`config.mk`:
```
export PLATFORM = sky130hd
export DESIGN_NAME = tnn_sample_sched
export DESIGN_NICKNAME = d
export VERILOG_FILES = /design/src/rtl/tnn_pkg.sv /design/src/rtl/tnn_sat_counter.sv /design/src/rtl/tnn_sample_sched.sv
export SDC_FILE = /design/constraint.sdc
export NUM_CORES = 1
export LEC_CHECK = 0
export ABC_AREA = 1
export CAP_MARGIN = 5
export CORE_MARGIN = 10
export CORE_UTILIZATION = 45
export DETAILED_ROUTE_END_ITERATION = 8
export PLACE_DENSITY = 0.69
export SLEW_MARGIN = 20
export SYNTH_ARGS = -nofsm -noshare
export SYNTH_HDL_FRONTEND = slang
export SYNTH_SLANG_ARGS = --single-unit
```
`constraint.sdc`:
```
create_clock -name clk -period 2.1 [get_ports clk]
set_input_delay 0.525 -clock clk [delete_from_list [all_inputs] [get_ports clk]]
set_output_delay 0.525 -clock clk [all_outputs]
set_load 0.02 [all_outputs]
```
`src/rtl/tnn_pkg.sv`:
```
// Shared types and helpers for the tnn classifier sample sequencer.
package tnn_pkg;

  localparam int DEF_NUM_FEAT = 7;
  localparam int DEF_FEAT_W   = 2;
  localparam int CORE_LAT_MAX = 15;
  localparam int SETTLE_W     = 4;

  typedef enum logic [1:0] {
    COLLECT = 2'd0,
    SETTLE  = 2'd1,
    HOLD    = 2'd2
  } state_e;

  // LSB position of feature slot idx inside the packed core input vector.
  function automatic int unsigned slot_lsb(input int unsigned idx, input int unsigned feat_w);
    return idx * feat_w;
  endfunction

endpackage

```
`src/rtl/tnn_sat_counter.sv`:
```
// Saturating up-counter with synchronous clear taking priority over increment.
module tnn_sat_counter #(
  parameter int CNT_W = 16
) (
  input  logic             clk,
  input  logic             rst_n,
  input  logic             inc,
  input  logic             clr,
  output logic [CNT_W-1:0] q
);

  localparam logic [CNT_W-1:0] CNT_MAX  = {CNT_W{1'b1}};
  localparam logic [CNT_W-1:0] CNT_ZERO = {CNT_W{1'b0}};
  localparam logic [CNT_W-1:0] CNT_ONE  = CNT_W'(1);

  logic [CNT_W-1:0] q_r;

  // Count register: clear wins, then saturating increment.
  always_ff @(posedge clk or negedge rst_n) begin
    if (!rst_n) begin
      q_r <= CNT_ZERO;
    end else if (clr) begin
      q_r <= CNT_ZERO;
    end else if (inc && (q_r != CNT_MAX)) begin
      q_r <= q_r + CNT_ONE;
    end else begin
      q_r <= q_r;
    end
  end

  assign q = q_r;

endmodule

```
`src/rtl/tnn_sample_sched.sv`:
```
// Feature-packing sequencer for a combinational evolved classifier core:
// collects one feature per beat, waits CORE_LAT settle cycles, returns the class bit.
module tnn_sample_sched
  import tnn_pkg::*;
#(
  parameter int NUM_FEAT = DEF_NUM_FEAT,
  parameter int FEAT_W   = DEF_FEAT_W,
  parameter int CORE_LAT = 0,
  parameter int CNT_W    = 16
) (
  input  logic                       clk,
  input  logic                       rst_n,
  input  logic                       feat_valid,
  output logic                       feat_ready,
  input  logic [FEAT_W-1:0]          feat_data,
  output logic [NUM_FEAT*FEAT_W-1:0] core_in,
  input  logic                       core_out,
  output logic                       res_valid,
  input  logic                       res_ready,
  output logic                       res_class,
  input  logic                       flush,
  input  logic                       stat_clr,
  output logic [CNT_W-1:0]           cnt_total,
  output logic [CNT_W-1:0]           cnt_pos
);

  localparam int IN_W   = NUM_FEAT * FEAT_W;
  localparam int IDX_W  = (NUM_FEAT > 1) ? $clog2(NUM_FEAT) : 1;
  localparam int SLOT_W = (IN_W > 1) ? $clog2(IN_W) : 1;

  localparam logic [IDX_W-1:0]    IDX_ZERO    = IDX_W'(0);
  localparam logic [IDX_W-1:0]    IDX_ONE     = IDX_W'(1);
  localparam logic [IDX_W-1:0]    LAST_IDX    = IDX_W'(NUM_FEAT - 1);
  localparam logic [SETTLE_W-1:0] SETTLE_ZERO = SETTLE_W'(0);
  localparam logic [SETTLE_W-1:0] SETTLE_ONE  = SETTLE_W'(1);
  localparam logic [SETTLE_W-1:0] LAT_INIT    = SETTLE_W'(CORE_LAT);

  if ((CORE_LAT < 0) || (CORE_LAT > CORE_LAT_MAX)) begin : g_core_lat_range
    $error("tnn_sample_sched: CORE_LAT must be within 0..15");
  end

  state_e               state_r, state_s;
  logic [IDX_W-1:0]     idx_r, idx_s;
  logic [SETTLE_W-1:0]  settle_r, settle_s;
  logic [IN_W-1:0]      core_in_r, core_in_s;
  logic                 res_valid_r, res_valid_s;
  logic                 res_class_r, res_class_s;
  logic                 feat_ready_r, feat_ready_s;
  logic [SLOT_W-1:0]    slot_s;
  logic                 hs_s;
  logic                 hs_pos_s;

  assign slot_s   = SLOT_W'(slot_lsb(32'(idx_r), FEAT_W));
  // A result handshake that collides with flush is dropped, not counted.
  assign hs_s     = res_valid_r & res_ready & ~flush;
  assign hs_pos_s = hs_s & res_class_r;

  // Next-state, packing and capture logic.
  always_comb begin
    state_s      = state_r;
    idx_s        = idx_r;
    settle_s     = settle_r;
    core_in_s    = core_in_r;
    res_valid_s  = res_valid_r;
    res_class_s  = res_class_r;
    if (flush) begin
      state_s     = COLLECT;
      idx_s       = IDX_ZERO;
      res_valid_s = 1'b0;
    end else begin
      case (state_r)
        COLLECT: begin
          if (feat_valid) begin
            core_in_s[slot_s +: FEAT_W] = feat_data;
            if (idx_r == LAST_IDX) begin
              idx_s    = IDX_ZERO;
              settle_s = LAT_INIT;
              state_s  = SETTLE;
            end else begin
              idx_s = idx_r + IDX_ONE;
            end
          end else begin
            idx_s = idx_r;
          end
        end
        SETTLE: begin
          if (settle_r == SETTLE_ZERO) begin
            res_class_s = core_out;
            res_valid_s = 1'b1;
            state_s     = HOLD;
          end else begin
            settle_s = settle_r - SETTLE_ONE;
          end
        end
        HOLD: begin
          if (res_ready) begin
            res_valid_s = 1'b0;
            state_s     = COLLECT;
          end else begin
            state_s = HOLD;
          end
        end
        default: begin
          state_s     = COLLECT;
          idx_s       = IDX_ZERO;
          res_valid_s = 1'b0;
        end
      endcase
    end
    feat_ready_s = (state_s == COLLECT);
  end

  // State and output registers.
  always_ff @(posedge clk or negedge rst_n) begin
    if (!rst_n) begin
      state_r      <= COLLECT;
      idx_r        <= IDX_ZERO;
      settle_r     <= SETTLE_ZERO;
      core_in_r    <= {IN_W{1'b0}};
      res_valid_r  <= 1'b0;
      res_class_r  <= 1'b0;
      feat_ready_r <= 1'b1;
    end else begin
      state_r      <= state_s;
      idx_r        <= idx_s;
      settle_r     <= settle_s;
      core_in_r    <= core_in_s;
      res_valid_r  <= res_valid_s;
      res_class_r  <= res_class_s;
      feat_ready_r <= feat_ready_s;
    end
  end

  assign feat_ready = feat_ready_r;
  assign core_in    = core_in_r;
  assign res_valid  = res_valid_r;
  assign res_class  = res_class_r;

  tnn_sat_counter #(.CNT_W(CNT_W)) u_cnt_total (
    .clk   (clk),
    .rst_n (rst_n),
    .inc   (hs_s),
    .clr   (stat_clr),
    .q     (cnt_total)
  );

  tnn_sat_counter #(.CNT_W(CNT_W)) u_cnt_pos (
    .clk   (clk),
    .rst_n (rst_n),
    .inc   (hs_pos_s),
    .clr   (stat_clr),
    .q     (cnt_pos)
  );

endmodule

```
==> reports/qor.csv <==
stage,metric,value,unit
clocking,later-pin clock latency in the skew report,0.34,ns
clocking,Root Driver,clkbuf_8,
global_routing,routing usage on met2,0.254,
global_routing,largest net degree at the start of global routing,59,
global_routing,M3 GR Usage,0.0455,
critical_path,Required @ worst endpoint,1.57,ns
layout,diode count,0,
floorplan,IO Count,58,
yosys,dominant cell type by area after synthesis,dfrtp_1,
drt,DRT Pass-1 Iters,4,
global_routing,gr ovfl total,0,
timing,Final Critical Period,2.02,ns
yosys,Post-Syn Instances,481,
yosys,ranking of synthesized cells by area,"dfrtp_1 41%, nand2_1 18%, inv_1 6.2%",
floorplan,die span in y,107,um
critical_path,crit-path leading delay family,buffers and inverters,
global_routing,GRT Overall Usage,0.151,
timing,crit share post-route,0.961,
timing,fin. max-slew vios,0,
yosys,Synth top cells by count,"163 x nand2_1, 57 x dfrtp_1, 57 x inv_1",
critical_path,worst path arrival time,1.49,ns
global_routing,vias in the first global route,3252,
run_status,run status,"complete, no violations",
critical_path,Slowest cell on crit path,clkdlybuf4s50_1,
pwr,switching share of power,0.269,
timing,Worst-Margin Slew,0.460,ns
yosys,Synth Cell Area,3440,um^2
yosys,Synth cell types,29,
pwr,combinational share of power,0.137,
layout,Filler cells,654,
yosys,Synth Warn #,0,
critical_path,kind of critical path,reg -> out,
pwr,maximum resistive drop on vdd,420,uV
layout,P&R area growth vs syn,29.0,%
yosys,"Seq/Total Area, Yosys",0.422,
floorplan,FP Rows,31,
critical_path,Worst Setup Start Kind,register,
drt,DR iter-0 viols,79,
timing,final hold violations,0,
yosys,"count leader, synth",nand2_1,
critical_path,delay of the slowest cell on the worst path,0.67,ns
global_routing,global-route wire length before repair,14400,um
critical_path,Worst Setup End Kind,primary output,
drt,Post-Route WL,8470,um
critical_path,worst-path fanout max,7,
pwr,P_sw,0.733,mW
layout,final net count,580,
pwr,Clock power frac,0.418,
yosys,main flop type after synthesis,dfrtp_1,
global_routing,GRT busiest layer,met2,
yosys,"FFs w/ async S/R, synth",1.00,
clocking,CTS tree,yes,
timing,max frequency,495,MHz
placed_design,Placer Congestion,0.889,
drt,post-detailed-route wirelength per cell,12.8,um
clocking,CTS buffer count,9,
global_routing,initial antenna violation count,0,
pwr,Pleak,2.13,nW
hold_path,Hold WC Path Type,in -> async,
clocking,Max Root-Sink Buffers,2,
pwr,Final Total Pwr,2.72,mW
floorplan,die area,11500,um^2
timing,clk_skew,0.0104,ns
critical_path,CP Cell Sequence,clkdlybuf4s50_1,
pwr,cell-internal power,1.99,mW
clocking,"CTS clk-pin slew, worst paths",0.07,ns
layout,share of layout cells above drive strength 1,0.0817,
placed_design,post-DP HPWL,6400,um
drt,Residual DRC,0,
yosys,Synth top area share,0.414,
yosys,"EDFF count, synth",0,
global_routing,met1 Usage GRT,0.172,
floorplan,Core Area,7330,um^2
drt,Vias,3302,
job,Max Cap Viol,0,
pwr,sequential share of power,0.445,
yosys,register bit total from synthesis,58,
clocking,CTS HTree Levels,3,
critical_path,count of buffer and inverter cells on the critical path,1,
drt,Antenna Violating Nets Remaining,0,
floorplan,chip width,107,um
pwr,Power per Cell Area,613,nW/um^2
placed_design,input/output buffers,57,
layout,fin cells,662,
drt,drt via density,4.99,
timing,Finish-stage setup viols,0,
placed_design,placed instance count,646,
clocking,clock sink count,58,
timing,RSZ-0062 raised after global routing,false,
placed_design,Setup Slack @ Placement,-0.0307,ns
floorplan,initial core utilization,0.470,
yosys,net count after synthesis,503,
timing,final worst slack,0.0816,ns
yosys,syn_area_per_cell,7.16,um^2
clocking,setup bufs post-CTS,0,
timing,Slew HR,0.693,
-- area by class of cell --
class	instances	area [um^2]	area share
inverters	59	221	0.0499
clock inverters	7	93.8	0.0211
clock buffers	9	124	0.0279
repair buffers	72	691	0.156
flip-flops and latches	58	1450	0.327
well taps	99	124	0.0279
multi-input cells	358	1730	0.391
-- layout by cell type (no fill, tap or decap), types with 13 or more instances in the layout --
| cell type | count |
|---|---|
| nor2_1 | 53 |
| ha_1 | 13 |
| o21ai_0 | 20 |
| buf_4 | 14 |
| dfrtp_1 | 57 |
| nand3_1 | 41 |
| nand2_1 | 163 |
| clkdlybuf4s50_1 | 56 |
| nand4_1 | 17 |
| inv_1 | 57 |
-- through the flow --
| step | util | hold slack (ns) | setup TNS, ns | instance area [um^2] |
|---|---|---|---|---|
| after detailed placement | 0.576 | 0.471 | -0.129 | 4220 |
| after CTS | 0.605 | 0.179 | 0 | 4440 |
| after global routing | 0.606 | 0.198 | 0 | 4440 |
| after floorplan | - | 0.229 | 0 | 3440 |
| final | 0.606 | 0.175 | 0 | 4440 |
| after global placement | 0.576 | 0.472 | 0 | 4220 |
-- path summary, 6_finish.rpt --
check | start | endpoint | slack (ns) | cells past startpoint
max | u_cnt_pos.q[7] | cnt_pos[7] | 0.08 | 1
min | rst_n | u_cnt_total.q[2] | 0.18 | 2
max reg2reg | idx_r[0] | core_in[1] | 0.23 | 8
min reg2reg | core_in[6] | core_in[6] | 0.48 | 2
max in group asynchronous | rst_n | feat_ready | 1.63 | 2
min in group clk | core_in[6] | core_in[6] | 0.48 | 2
-- power by group through the flow --
stage | registers [mW] | logic [mW] | clock network, mW
finish | 1.21 | 0.374 | 1.14
global route | 1.22 | 0.413 | 1.21
CTS | 1.21 | 0.379 | 1.16
detailed placement | 1.23 | 0.376 | 0
global placement | 1.23 | 0.370 | 0
floorplan | 1.27 | 0.164 | 0
-- registers in the layout, summed over array words and instances, names as in the netlist --
name,flops
core_in,14
feat_ready,1
idx_r,3
res_class,1
res_valid,1
settle_r,4
state_r,2
u_cnt_pos.q,16
u_cnt_total.q,16
-- cells by family (layout without fill, tap and decap cells) --
| family | Yosys count | after routing | synth area share |
|---|---|---|---|
| adder cells (fa/ha/maj) | 13 | 13 | 0.0473 |
| AO/OA/AOI/OAI | 43 | 43 | 0.0691 |
| AND/OR/NAND/NOR | 292 | 292 | 0.361 |
| buffers and inverters | 65 | 147 | 0.0749 |
| flip-flops | 58 | 58 | 0.422 |
| XOR/XNOR | 10 | 10 | 0.0254 |
-- layer usage --
| metal | vias up | wire length (um) |
|---|---|---|
| met5 | - | 0 |
| met1 | 1500 | 3830 |
| li1 | 1696 | - |
| met3 | 20 | 541 |
| met2 | 86 | 3900 |
| met4 | 0 | 188 |
-- timing repair --
action | 4_1_cts | 5_1_grt
setup endpoints to repair | 0 | 11
hold buffers | 0 | 0
gates resized for setup | 0 | 1
Power figures use the tool's default switching activity.
